<file path="src/rtl/ram_burst_master.sv">
// Burst initiator for a single-port synchronous RAM: turns valid/ready burst commands
// into registered CS/WE/OE strobes, streaming write beats in and read beats out.
module ram_burst_master #(
  parameter int DATA_SIZE = 8,
  parameter int DEPTH     = 64,
  parameter int LEN_W     = 6,
  localparam int AW       = $clog2(DEPTH)
) (
  input  logic                 clk,
  input  logic                 rst_n,
  input  logic                 cmd_valid,
  output logic                 cmd_ready,
  input  logic                 cmd_write,
  input  logic [AW-1:0]        cmd_addr,
  input  logic [LEN_W-1:0]     cmd_len,
  input  logic                 wdata_valid,
  output logic                 wdata_ready,
  input  logic [DATA_SIZE-1:0] wdata,
  output logic                 rdata_valid,
  input  logic                 rdata_ready,
  output logic [DATA_SIZE-1:0] rdata,
  output logic                 rdata_last,
  output logic                 busy,
  output logic                 ram_cs,
  output logic                 ram_wr_en,
  output logic                 ram_out_en,
  output logic [AW-1:0]        ram_addr,
  output logic [DATA_SIZE-1:0] ram_wdata,
  input  logic [DATA_SIZE-1:0] ram_rdata
);

  typedef enum logic [2:0] {IDLE, W_DATA, R_ISSUE, R_CAP, R_RSP} state_t;

  state_t           state;
  logic [AW-1:0]    cur_addr;
  logic [LEN_W-1:0] remaining;
  logic [AW-1:0]    cur_inc;

  // Explicit wrap so a non-power-of-two DEPTH still rolls over to 0.
  assign cur_inc = (cur_addr == AW'(DEPTH - 1)) ? '0 : cur_addr + AW'(1);

  always_ff @(posedge clk or negedge rst_n) begin
    if (!rst_n) begin
      state       <= IDLE;
      cur_addr    <= '0;
      remaining   <= '0;
      cmd_ready   <= 1'b0;
      wdata_ready <= 1'b0;
      busy        <= 1'b0;
      rdata_valid <= 1'b0;
      rdata_last  <= 1'b0;
      rdata       <= '0;
      ram_cs      <= 1'b0;
      ram_wr_en   <= 1'b0;
      ram_out_en  <= 1'b0;
      ram_addr    <= '0;
      ram_wdata   <= '0;
    end else begin
      ram_cs     <= 1'b0;
      ram_wr_en  <= 1'b0;
      ram_out_en <= 1'b0;
      case (state)
        IDLE: begin
          cmd_ready <= 1'b1;
          if (cmd_valid && cmd_ready) begin
            cur_addr  <= cmd_addr;
            remaining <= cmd_len;
            cmd_ready <= 1'b0;
            busy      <= 1'b1;
            if (cmd_write) begin
              state       <= W_DATA;
              wdata_ready <= 1'b1;
            end else begin
              state      <= R_ISSUE;
              ram_cs     <= 1'b1;
              ram_out_en <= 1'b1;
              ram_addr   <= cmd_addr;
            end
          end
        end
        W_DATA: begin
          if (wdata_valid) begin
            ram_cs    <= 1'b1;
            ram_wr_en <= 1'b1;
            ram_addr  <= cur_addr;
            ram_wdata <= wdata;
            cur_addr  <= cur_inc;
            if (remaining == '0) begin
              state       <= IDLE;
              wdata_ready <= 1'b0;
              busy        <= 1'b0;
              cmd_ready   <= 1'b1;
            end else begin
              remaining <= remaining - LEN_W'(1);
            end
          end
        end
        R_ISSUE: state <= R_CAP;
        R_CAP: begin
          rdata       <= ram_rdata;
          rdata_valid <= 1'b1;
          rdata_last  <= (remaining == '0);
          state       <= R_RSP;
        end
        R_RSP: begin
          if (rdata_ready) begin
            rdata_valid <= 1'b0;
            rdata_last  <= 1'b0;
            if (remaining != '0) begin
              remaining  <= remaining - LEN_W'(1);
              cur_addr   <= cur_inc;
              ram_cs     <= 1'b1;
              ram_out_en <= 1'b1;
              ram_addr   <= cur_inc;
              state      <= R_ISSUE;
            end else begin
              state     <= IDLE;
              busy      <= 1'b0;
              cmd_ready <= 1'b1;
            end
          end
        end
        default: state <= IDLE;
      endcase
    end
  end

endmodule

</file>
<file path="config.mk">
export PLATFORM = sky130hd
export DESIGN_NAME = ram_burst_master
export DESIGN_NICKNAME = d
export VERILOG_FILES = /design/src/rtl/ram_burst_master.sv
export SDC_FILE = /design/constraint.sdc
export NUM_CORES = 1
export LEC_CHECK = 0
export CELL_PAD_IN_SITES_DETAIL_PLACEMENT = 1
export CELL_PAD_IN_SITES_GLOBAL_PLACEMENT = 1
export CORE_ASPECT_RATIO = 1.2
export CORE_UTILIZATION = 40
export CTS_CLUSTER_SIZE = 24
export DETAILED_ROUTE_END_ITERATION = 8
export PLACE_DENSITY = 0.89
export SYNTH_ARGS = -nofsm -noshare
export SYNTH_HDL_FRONTEND = slang
export SYNTH_SLANG_ARGS = --single-unit
</file>
<file path="constraint.sdc">
create_clock -name clk -period 5.7 [get_ports clk]
set_clock_uncertainty 0.15 [all_clocks]
set_input_delay 1.425 -clock clk [delete_from_list [all_inputs] [get_ports clk]]
set_output_delay 1.425 -clock clk [all_outputs]
set_load 0.02 [all_outputs]
</file>
==> results.md <==
* Status: complete, no violations
* Clk_lat worst skew at 0.30 ns
* I/O Pins at 64
* Worst Path Required at 5.74 ns
* Tot Pwr at 1.98 mW
* Die width at 75.3 um
* Initial Utilization at 0.421
* Core box area at 0.00613 mm2
* Die height at 90.0 um
* Syn Area/Cell at 9.52 um2
* DR WL/cell at 17.0 um
* Net Sw Frac at 0.436
* Largest net degree at the start of global routing at 46
* Switch Pwr at 863 uW
* Post-synth EDFFs at 0
* First-pass GRT wire length at 11300 um
* Leak Pwr at 1.38 nW
* Nature of the critical path startpoint: input port
* Worst Path Arrival at 3.38 ns
* Cells after Synth at 271
* Pre-CTS setup slack at 2.08 ns
* Post-synth ARST share at 1.00
* CP peak stage delay at 0.57 ns
* DR vias/cell at 5.69
* Hold-fix buffers at CTS at 0
* CP Class: in2reg
* Syn Nets at 308
* Initial antenna violation count at 0
* Number of antenna-violating nets in the routed design at 0
* Slew headroom at 0.339
* #FFs+latches synth at 45
* Distinct cells, synth at 57
* Maximum vdd drop at 0.254 mV
* Layout area overhead at 29.5%
* Vias after detailed routing at 2314
* Final WS setup at 2.36 ns
* # nets final at 362
* Max H-tree Level at 2
* CTS tree: built
* Worst min path class: reg2reg
* Logic pwr share at 0.556
* Total gr overflow at 0
* Post-synth top area share at 0.437
* Min cycle time layout at 3.34 ns
* Max Clk Rate at 299 MHz
* Crit path max fanout at 6
* Vias in the first global route at 2357
* Layout cells sized above 1 at 0.105
* Cell Int Power at 1.12 mW
* Post-CTS setup buffers at 0
* Port buffer count at 63
* Setup-failing EPs final at 0
* Synth top area cells: dfrtp_1 (44%), nand2_1 (5.5%), mux2_2 (5.2%), o21ai_0 (3.7%), a21oi_1 (2.7%)
* First-pass DRT Iterations at 4
* Die area at 0.00677 mm2
* Setup TNS at 0 ns
* Syn. warnings at 0
* Clock-pin transition on the worst setup and hold timing paths at 0.08 ns
* Post-cts repair resize count at 0
* Number of remaining DRC errors at 0
* CTS sink cnt at 45
* Worst path slowest cell: clkdlybuf4s50_1
* Crit path cell chain: clkdlybuf4s50_1, nand4bb_1, a21oi_1, nor2_1, mux2_2
* Initial DRC count at 107
* Worst slew pin tran at 0.991 ns
* Final Hold Fails at 0
* Clock power share at 0.118
* Num CTS Buffers at 5
* Most instantiated cells after synthesis: dfrtp_1 (45), nand2_1 (38), o21ai_0 (19)
* Most common cell in the netlist: dfrtp_1
* Row cnt at 31
* DP HPWL at 5020 um
* Maxcap violations at 0
* CTS Root Cell: clkbuf_8
* Unrepaired setup endpoints after global routing: false
* Gr usage total at 0.216
* Pwr dens at 593 mW/mm2
* Post-synthesis sequential area ratio at 0.437
* Number of diodes at 0
* Bufs on Longest Clock Path at 2
* Prevailing post-synth register cell: dfrtp_1
* Flop pwr share at 0.326
* Filler instances at 722
* Element type at the critical path end: register
* Final Max Slew Viols at 0
* Largest area contributor in the netlist: dfrtp_1
* Area of the mapped netlist at 0.00258 mm2
* Final GP Congestion at 0.813
* Final wirelength at 6940 um
* Period Utilization, post-route at 0.586
==> worst paths after layout <==
check	endpoint	slack [ns]	cells past startpoint	from
worst max register to register	cur_addr[0]	3.01	4	state[2]
max in group asynchronous	ram_addr[3]	3.65	1	rst_n
min in group asynchronous	rdata[6]	1.14	1	rst_n
worst max-delay path	cur_addr[0]	2.36	5	rdata_ready
worst min-delay path	ram_wdata[4]	0.33	2	ram_wdata[4]
worst min register to register	ram_wdata[4]	0.33	2	ram_wdata[4]
==> metal layers <==
metal	up-vias	global-route usage	routed length [um]
met2	71	0.378	3570
met4	0	0.0602	114
met5	-	0	0
li1	1103	-	-
met1	1128	0.259	2910
met3	12	0.0448	348
==> worst max-delay path: cells and delay by family <==
| family | cells | cell delay (ns) |
|---|---|---|
| buffers and inverters | 1 | 0.57 |
| AO/OA/AOI/OAI | 1 | 0.54 |
| AND/OR/NAND/NOR | 2 | 0.51 |
| multiplexers | 1 | 0.32 |
==> per-stage QoR <==
stage	utilization	cell area [um2]	hold slack, ns	cells
final	0.545	3340	0.332	407
after global routing	0.545	3340	0.371	407
after CTS	0.545	3340	0.340	407
after detailed placement	0.528	3240	0.321	400
after global placement	0.528	3240	0.308	400
after floorplan	-	2580	0.353	271
==> registers in the layout, indices dropped and copies added (netlist names), 3 cells and up <==
signal and flops:
ram_wdata 8, rdata 8, cur_addr 6, ram_addr 6
remaining 6, state 3
==> logic make-up (layout without fill, tap and decap cells) <==
| family | Yosys count | count (layout) | share of synthesized area |
|---|---|---|---|
| AO/OA/AOI/OAI | 80 | 80 | 0.214 |
| XOR/XNOR | 2 | 2 | 0.00679 |
| adder cells (fa/ha/maj) | 3 | 3 | 0.0146 |
| buffers and inverters | 31 | 85 | 0.0519 |
| flip-flops | 45 | 45 | 0.437 |
| multiplexers | 16 | 16 | 0.0737 |
| AND/OR/NAND/NOR | 94 | 94 | 0.202 |
==> area by class of cell <==
class	count	area, um2	area share
clock buffers	5	68.8	0.0206
clock inverters	2	35.0	0.0105
inverters	13	48.8	0.0146
multi-input cells	195	1320	0.395
flip-flops and latches	45	1130	0.337
well taps	82	103	0.0307
repair buffers	65	641	0.192
==> cells in the final DEF, fill, tap and decap left out, types with 2 or more instances in the layout <==
cell,instances
ha_1,3
clkdlybuf4s50_1,62
o221ai_1,7
o2111ai_1,2
inv_1,12
dfrtp_1,45
nor3_1,3
nor2_1,10
nor3b_1,4
or2_2,2
or3_1,4
clkbuf_8,5
a21o_1,3
mux2_4,3
a21oi_1,14
o211ai_1,5
nor2b_1,2
o31ai_1,2
nand2_1,38
o22a_1,2
nand3_1,9
buf_4,2
a31oi_1,2
o21ai_0,19
nor4b_1,4
nand4_1,3
and2_1,3
and3_1,3
mux2_2,12
o2bb2ai_1,5
o21a_1,3
o22ai_1,3
a221oi_1,3
==> power groups by stage <==
stage	Clock, mW	Combinational, mW	Sequential [mW]
6_report	0.234	1.10	0.645
4_1_cts	0.237	1.11	0.645
2_1_floorplan	0	0.669	0.691
5_1_grt	0.248	1.21	0.670
3_5_place_dp	0	1.10	0.649
3_3_place_gp	0	1.06	0.637
(Power assumes the default switching activity.)
